## src/rtl/instr_encoder.sv

```systemverilog
// MIPS32 instruction encoder: combinational encode into a 2-entry {instr, illegal} FIFO.
// Optional build macro INSTR_ENC_J_EN enables encoding of in_op 9 (j); otherwise it is illegal.
module instr_encoder (
  input  logic        clk,
  input  logic        reset,
  input  logic        in_valid,
  output logic        in_ready,
  input  logic [3:0]  in_op,
  input  logic [4:0]  in_rs,
  input  logic [4:0]  in_rt,
  input  logic [4:0]  in_rd,
  input  logic [15:0] in_imm,
  input  logic [25:0] in_target,
  output logic        out_valid,
  input  logic        out_ready,
  output logic [31:0] out_instr,
  output logic        out_illegal,
  output logic [15:0] instr_cnt
);

  localparam int DATA_W = 32;

  // Returns {illegal, instr}; illegal mnemonics encode as an all-zero word.
  function automatic logic [DATA_W:0] encode(
    input logic [3:0]  op,
    input logic [4:0]  rs,
    input logic [4:0]  rt,
    input logic [4:0]  rd,
    input logic [15:0] imm,
    input logic [25:0] target
  );
    logic [DATA_W-1:0] instr;
    logic              illegal;
    instr   = '0;
    illegal = 1'b0;
    case (op)
      4'd0: instr = {6'b000000, rs, rt, rd, 5'b00000, 6'b100001};
      4'd1: instr = {6'b000000, rs, rt, rd, 5'b00000, 6'b100011};
      4'd2: instr = {6'b001101, rs, rt, imm};
      4'd3: instr = {6'b100011, rs, rt, imm};
      4'd4: instr = {6'b101011, rs, rt, imm};
      4'd5: instr = {6'b000100, rs, rt, imm};
      4'd6: instr = {6'b001111, 5'b00000, rt, imm};
      4'd7: instr = {6'b000011, target};
      4'd8: instr = {6'b000000, rs, 15'd0, 6'b001000};
`ifdef INSTR_ENC_J_EN
      4'd9: instr = {6'b000010, target};
`endif
      default: begin
        instr   = '0;
        illegal = 1'b1;
      end
    endcase
    return {illegal, instr};
  endfunction

  // Stage p0: combinational encode of the incoming request
  logic [DATA_W:0] enc_p0;
  logic            push;
  logic            pop;

  always_comb begin
    enc_p0 = encode(in_op, in_rs, in_rt, in_rd, in_imm, in_target);
  end

  // Stage p1: 2-entry FIFO storage and control
  logic [DATA_W:0] mem_p1 [2];
  logic            wr_ptr_p1;
  logic            rd_ptr_p1;
  logic [1:0]      count_p1;
  logic [DATA_W:0] head_p1;

  assign in_ready  = ~reset & (count_p1 != 2'd2);
  assign out_valid = (count_p1 != 2'd0);
  assign push      = in_valid & in_ready;
  assign pop       = out_valid & out_ready;
  assign head_p1   = mem_p1[rd_ptr_p1];

  always_ff @(posedge clk) begin
    if (push) begin
      mem_p1[wr_ptr_p1] <= enc_p0;
    end
  end

  always_ff @(posedge clk or posedge reset) begin
    if (reset) begin
      wr_ptr_p1 <= 1'b0;
      rd_ptr_p1 <= 1'b0;
      count_p1  <= 2'd0;
      instr_cnt <= 16'd0;
    end else begin
      if (push) begin
        wr_ptr_p1 <= ~wr_ptr_p1;
      end
      if (pop) begin
        rd_ptr_p1 <= ~rd_ptr_p1;
        if (!head_p1[DATA_W]) begin
          instr_cnt <= instr_cnt + 16'd1;
        end
      end
      case ({push, pop})
        2'b10:   count_p1 <= count_p1 + 2'd1;
        2'b01:   count_p1 <= count_p1 - 2'd1;
        default: count_p1 <= count_p1;
      endcase
    end
  end

  // Output stage: head is masked to zero when the FIFO is empty
  assign out_instr   = out_valid ? head_p1[DATA_W-1:0] : '0;
  assign out_illegal = out_valid & head_p1[DATA_W];

endmodule

```

## config.mk

```make
export PLATFORM = sky130hd
export DESIGN_NAME = instr_encoder
export DESIGN_NICKNAME = d
export VERILOG_FILES = /design/src/rtl/instr_encoder.sv
export SDC_FILE = /design/constraint.sdc
export NUM_CORES = 1
export LEC_CHECK = 0
export CORE_MARGIN = 4
export CORE_UTILIZATION = 47
export DETAILED_ROUTE_END_ITERATION = 8
export GPL_TIMING_DRIVEN = 0
export PLACE_DENSITY = 0.84
export REMOVE_ABC_BUFFERS = 1
export SLEW_MARGIN = 5
export SYNTH_ARGS = -nofsm -noshare
export SYNTH_HDL_FRONTEND = slang
export SYNTH_SLANG_ARGS = --single-unit
```

## constraint.sdc

```tcl
create_clock -name clk -period 3 [get_ports clk]
set_clock_uncertainty 0.2 [all_clocks]
set_input_delay 0.6 -clock clk [delete_from_list [all_inputs] [get_ports clk]]
set_output_delay 0.6 -clock clk [all_outputs]
set_load 0.02 [all_outputs]
```

== After elaboration in Yosys (flattened, before gate mapping) ==
Memory sizes are Yosys's and may differ from the RTL's.
Cells that the tools add are included.
W data, S select, Z words.

* Memories: 1
* Input port bits: 65
* Register bits: 20
* Output and inout bits: 51
* Word-level logic and storage cells: 38
* Bits in writable memories: 66

{| class="wikitable"
|+ Memory list
! name !! depth !! width !! read ports !! clocked after memory_dff !! write ports !! line !! RTL
|-
| mem_p1 || 2 || 33 || 1 || 0 || 1 || 67 || <nowiki>logic [DATA_W:0] mem_p1 [2];</nowiki>
|}

* Equal/unequal tests: 11
* Add/subtract/negate cells: 3
* Bitwise gates (word level): 8
* Mux-type cells: 6
* Reductions and logical operators: 5

{| class="wikitable"
|+ Operator list
! cell !! number
|-
| $pmux W32 S9 || 1
|-
| $mux W32 || 1
|-
| $add A16 B1 Y16 const B || 1
|-
| $eq A4 B3 Y1 const B || 4
|-
| $reduce_or A9 Y1 || 1
|-
| $eq A4 B2 Y1 const B || 2
|-
| $and A1 B1 Y1 || 4
|-
| $eq A4 B1 Y1 const B || 1
|-
| $eq A4 B4 Y1 const B || 1
|-
| $logic_not A4 Y1 || 1
|-
| $not A1 Y1 || 4
|-
| $pmux W2 S2 || 1
|-
| $reduce_bool A2 Y1 || 2
|-
| $mux W1 || 3
|-
| $add A2 B1 Y2 const B || 1
|-
| $eq A2 B1 Y1 const B || 1
|-
| $eq A2 B2 Y1 const B || 1
|-
| $ne A2 B2 Y1 const B || 1
|-
| $reduce_and A2 Y1 || 1
|-
| $sub A2 B1 Y2 const B || 1
|}

== Longest topological paths before layout ==
Gate-level depths: netlist of the first run.

* Depth in word-level cells: 5
* Depth in mapped cells: 7
* Mapped depth without buffers: 7

== Least setup slack after synthesis of the first run ==
No wires, ideal clock.

* Kind: input -> register
* From: input reset
* To: memory mem_p1[0][0] in the netlist's numbering, enable pin
* Data required time: 2.379 ns
* Slack: -0.207 ns
* Cell stages on the path: 3
* Setup time: 0.421 ns
* Path buffers: 0
* Arrival: 2.586 ns
* Cell sequence: a21oi_1 > nand2_1 > nor2_1

* Cells in the longest elaborated chain, start to end: 5

{| class="wikitable"
|+ RTL lines
! element !! line !! RTL
|-
| from (decl) || 5 || <nowiki>input logic reset,</nowiki>
|-
| $not A1 Y1 || 73 || <nowiki>assign in_ready = ~reset & (count_p1 != 2'd2);</nowiki>
|-
| $and A1 B1 Y1 || 73 ||
|-
| $and A1 B1 Y1 || 75 || <nowiki>assign push = in_valid & in_ready;</nowiki>
|-
| $mux W1 || 80 || <nowiki>if (push) begin</nowiki>
|-
| $mux W1 (implied by the code) || 81 || <nowiki>mem_p1[wr_ptr_p1] <= enc_p0;</nowiki>
|-
| to (decl) || 67 ||
|}

No other way between the ends.

== Final worst setup path of the first run ==
* From: register count_p1[0]
* To: output out_instr[5]

* Cells in the longest elaborated chain, start to end: 2

{| class="wikitable"
|+ RTL lines
! element !! line !! RTL
|-
| from (decl) || 70 || <nowiki>logic [1:0] count_p1;</nowiki>
|-
| from (signal assigned) || 102 || <nowiki>2'b10: count_p1 <= count_p1 + 2'd1;</nowiki>
|-
| from (signal assigned) || 103 || <nowiki>2'b01: count_p1 <= count_p1 - 2'd1;</nowiki>
|-
| from (signal assigned) || 104 || <nowiki>default: count_p1 <= count_p1;</nowiki>
|-
| $reduce_bool A2 Y1 || 74 || <nowiki>assign out_valid = (count_p1 != 2'd0);</nowiki>
|-
| $mux W32 || 110 || <nowiki>assign out_instr = out_valid ? head_p1[DATA_W-1:0] : '0;</nowiki>
|-
| to (decl) || 16 || <nowiki>output logic [31:0] out_instr,</nowiki>
|}

No other way between the ends.

==> results of run 1 <==
[worst max-delay path: stages (launching register included)]
cell and delay, ps:
dfrtp_1 520, nor2_4 460, nor2_1 140, clkdlybuf4s50_1 570
[logic make-up (layout without fill, tap and decap cells)]
kind of cell | after synthesis | count (layout)
AOI/OAI and AO/OA | 34 | 34
xor gates and xnor gates | 20 | 20
adders and majority gates | 2 | 2
buffers and inverters | 26 | 148
DFF | 84 | 84
muxes | 39 | 39
other | 1 | 1
and+or+nand+nor | 87 | 88
[final cells by class]
class / instances / area share [%]
Clock buffer: 10 / 2.53
Clock inverter: 6 / 2.48
Inverter: 12 / 0.826
Multi-Input combinational cell: 184 / 24.4
Sequential cell: 84 / 44.5
Tap cell: 102 / 2.34
Timing Repair Buffer: 120 / 22.9
[registers in the layout, indices dropped and copies added, names as in the netlist]
signal,flops
count_p1,2
rd_ptr_p1,1
mem_p1,64
wr_ptr_p1,1
instr_cnt,16
[worst paths after layout]
path,start,endpoint,slack (ps),depth (start not counted)
worst max-delay path,count_p1[0],out_instr[5],150,3
worst min-delay path,instr_cnt[15],instr_cnt[15],280,1
worst max register to register,count_p1[0],mem_p1[1][24],810,3
worst min register to register,instr_cnt[15],instr_cnt[15],280,1
max in group asynchronous,reset,rd_ptr_p1,1560,2
min in group asynchronous,reset,instr_cnt[2],530,2
[per-stage QoR]
stage,setup slack [ps],utilization (%)
2_1_floorplan,-207,-
3_3_place_gp,-1070,64.2
3_5_place_dp,-535,64.9
4_1_cts,107,68.7
5_1_grt,36.7,69.5
6_report,149,69.5
[power by group]
group	switching (mW)	internal (mW)
combinational	1.00	0.871
clock	0.402	0.660
sequential	0.128	1.45
[per-layer routing]
layer | routed length (um) | GRT usage, % | part of all wire [%] | up-vias
li1 | - | - | - | 1309
met1 | 3590 | 22.3 | 40 | 1337
met2 | 4490 | 32.9 | 51 | 102
met3 | 666 | 5.64 | 7.5 | 13
met4 | 140 | 6.41 | 1.6 | 0
met5 | 0 | 0 | 0 | -
[placed cells by master, fill, tap and decap left out, types with 7 or more instances in the layout]
cell,netlist,layout
edfxtp_1,64,64
nor2_1,46,44
nand3_1,7,7
mux2i_1,37,37
xnor2_1,17,17
dfrtp_1,20,19
inv_1,12,12
nand2_1,12,12
a22o_1,12,12
clkbuf_8,0,10
clkdlybuf4s50_1,0,114
[timing repair]
item                                    CTS  global route
endpoints found under the setup margin   51             4
gates cloned                              1             0
buffers inserted                          1             3
resized for setup                         2             0
pin swaps                                 1             1
==> qor.txt, run 1 <==
outcome: finished, final reports clean
post-route minimum period: 2850 ps
Synth-to-Final Area Change: 42.0%
Cell Area, Synth: 3840 um2
Routability Congestion: 0.849
final cell count without fillers: 518
FILL cells: 565
# port buffers: 114
Peak VDD IR: 375 uV
PnR Total Power: 4.51 mW
final setup fails: 0
Synth top area share: 50.1%
Period Utilization, post-route: 95.0%
commonest register cell after synthesis: edfxtp_1
number of vias per cell: 5.33
DRT Pass-1 Iters: 4
Die H: 98.4 um
wirelength, routed: 8890 um
post-synthesis simple-gate area fraction: 11.3%
CTS tree: built
Congestion Overflow GR: 0
Adder-Cell Fraction of Synth Area: 0.652%
Total GRT Usage: 18.9%
Clock Sinks: 84
Die ar.: 9670 um2
WHS: 282 ps
clock root buffer: clkbuf_8
Routed Antenna Nets: 0
Worst-Skew Late Latency: 350 ps
core area: 7850 um2
Min-Delay Path Class: flop to flop
placed cells: 497
diode count: 0
CTS max path bufs: 2
Yosys warning count: 0
DP HPWL: 6250 um
sequential share of the synthesized area: 63.1%
Synth Area in XOR/XNOR: 4.56%
largest net degree at the start of global routing: 33
initial antenna violation count: 0
die width: 98.4 um
synth cell count leaders: edfxtp_1 (64), nor2_1 (46), mux2i_1 (37)
leakage power: 2.14 nW
Synth area leader: edfxtp_1
Worst setup EP type: output port
maxcap violations: 0
combinational family with the most area after synthesis: simple AND/OR/NAND/NOR gates
Yosys cell types: 40
DP Area: 5090 um2
Ports: 116
post-synthesis compound-gate area fraction: 6.88%
CTS Hold Bufs: 0
mean post-synth cell area: 13.1 um2
H-tree depth: 3
Critical Path RT: 2200 ps
Power Density: 828 nW/um2
Critical Setup Path Class: flop to output port
ys async rst share: 23.8%
multi-input logic area: 1330 um2
DRC Markers: 0
worst slew margin relative to its limit: 44.1%
cell count after synthesis: 293
endpoints failing hold: 0
fmax: 351 MHz
mux cell area share after synthesis: 10.3%
WL per Instance: 17.2 um
FF/Latch Area: 2420 um2
CTS buffer count: 9
Area contributors post-synth: edfxtp_1 (50%), dfrtp_1 (13%), mux2i_1 (9.7%)
Worst Setup Start Kind: flop
fraction of layout cells with a size suffix above 1: 8.41%
DR vias: 2761
crit-path max FO: 17
first-pass GRT wire length: 14300 um
Max Transition Viols Final: 0
count leader, synth: edfxtp_1
initial drt markers: 103
clock-pin slew on the worst setup and hold paths: 80 ps
Post-synth EDFFs: 64
Final nets: 478
Arrival @ worst endpoint: 2050 ps
cell area after layout: 5450 um2
RSZ-0062 raised after global routing: no
Initial Utilization: 48.9%
Seq cells post-synth: 84
Least-Margin Pin Slew: 834 ps
vias in the first global route: 2922
setup TNS: 0 ps
FP Rows: 32
(Power assumes the default switching activity.)
==> run 2, diff against run 1 <==
--- a/config.mk
+++ b/config.mk
@@ -5,6 +5,7 @@
 export SDC_FILE = /design/constraint.sdc
 export NUM_CORES = 1
 export LEC_CHECK = 0
+export ABC_CLOCK_PERIOD_IN_PS = 3000
 export CORE_MARGIN = 4
 export CORE_UTILIZATION = 47
 export DETAILED_ROUTE_END_ITERATION = 8
==> results of run 2 <==
Same layout as run 1: the final DEF is identical, and so are final timing and power.
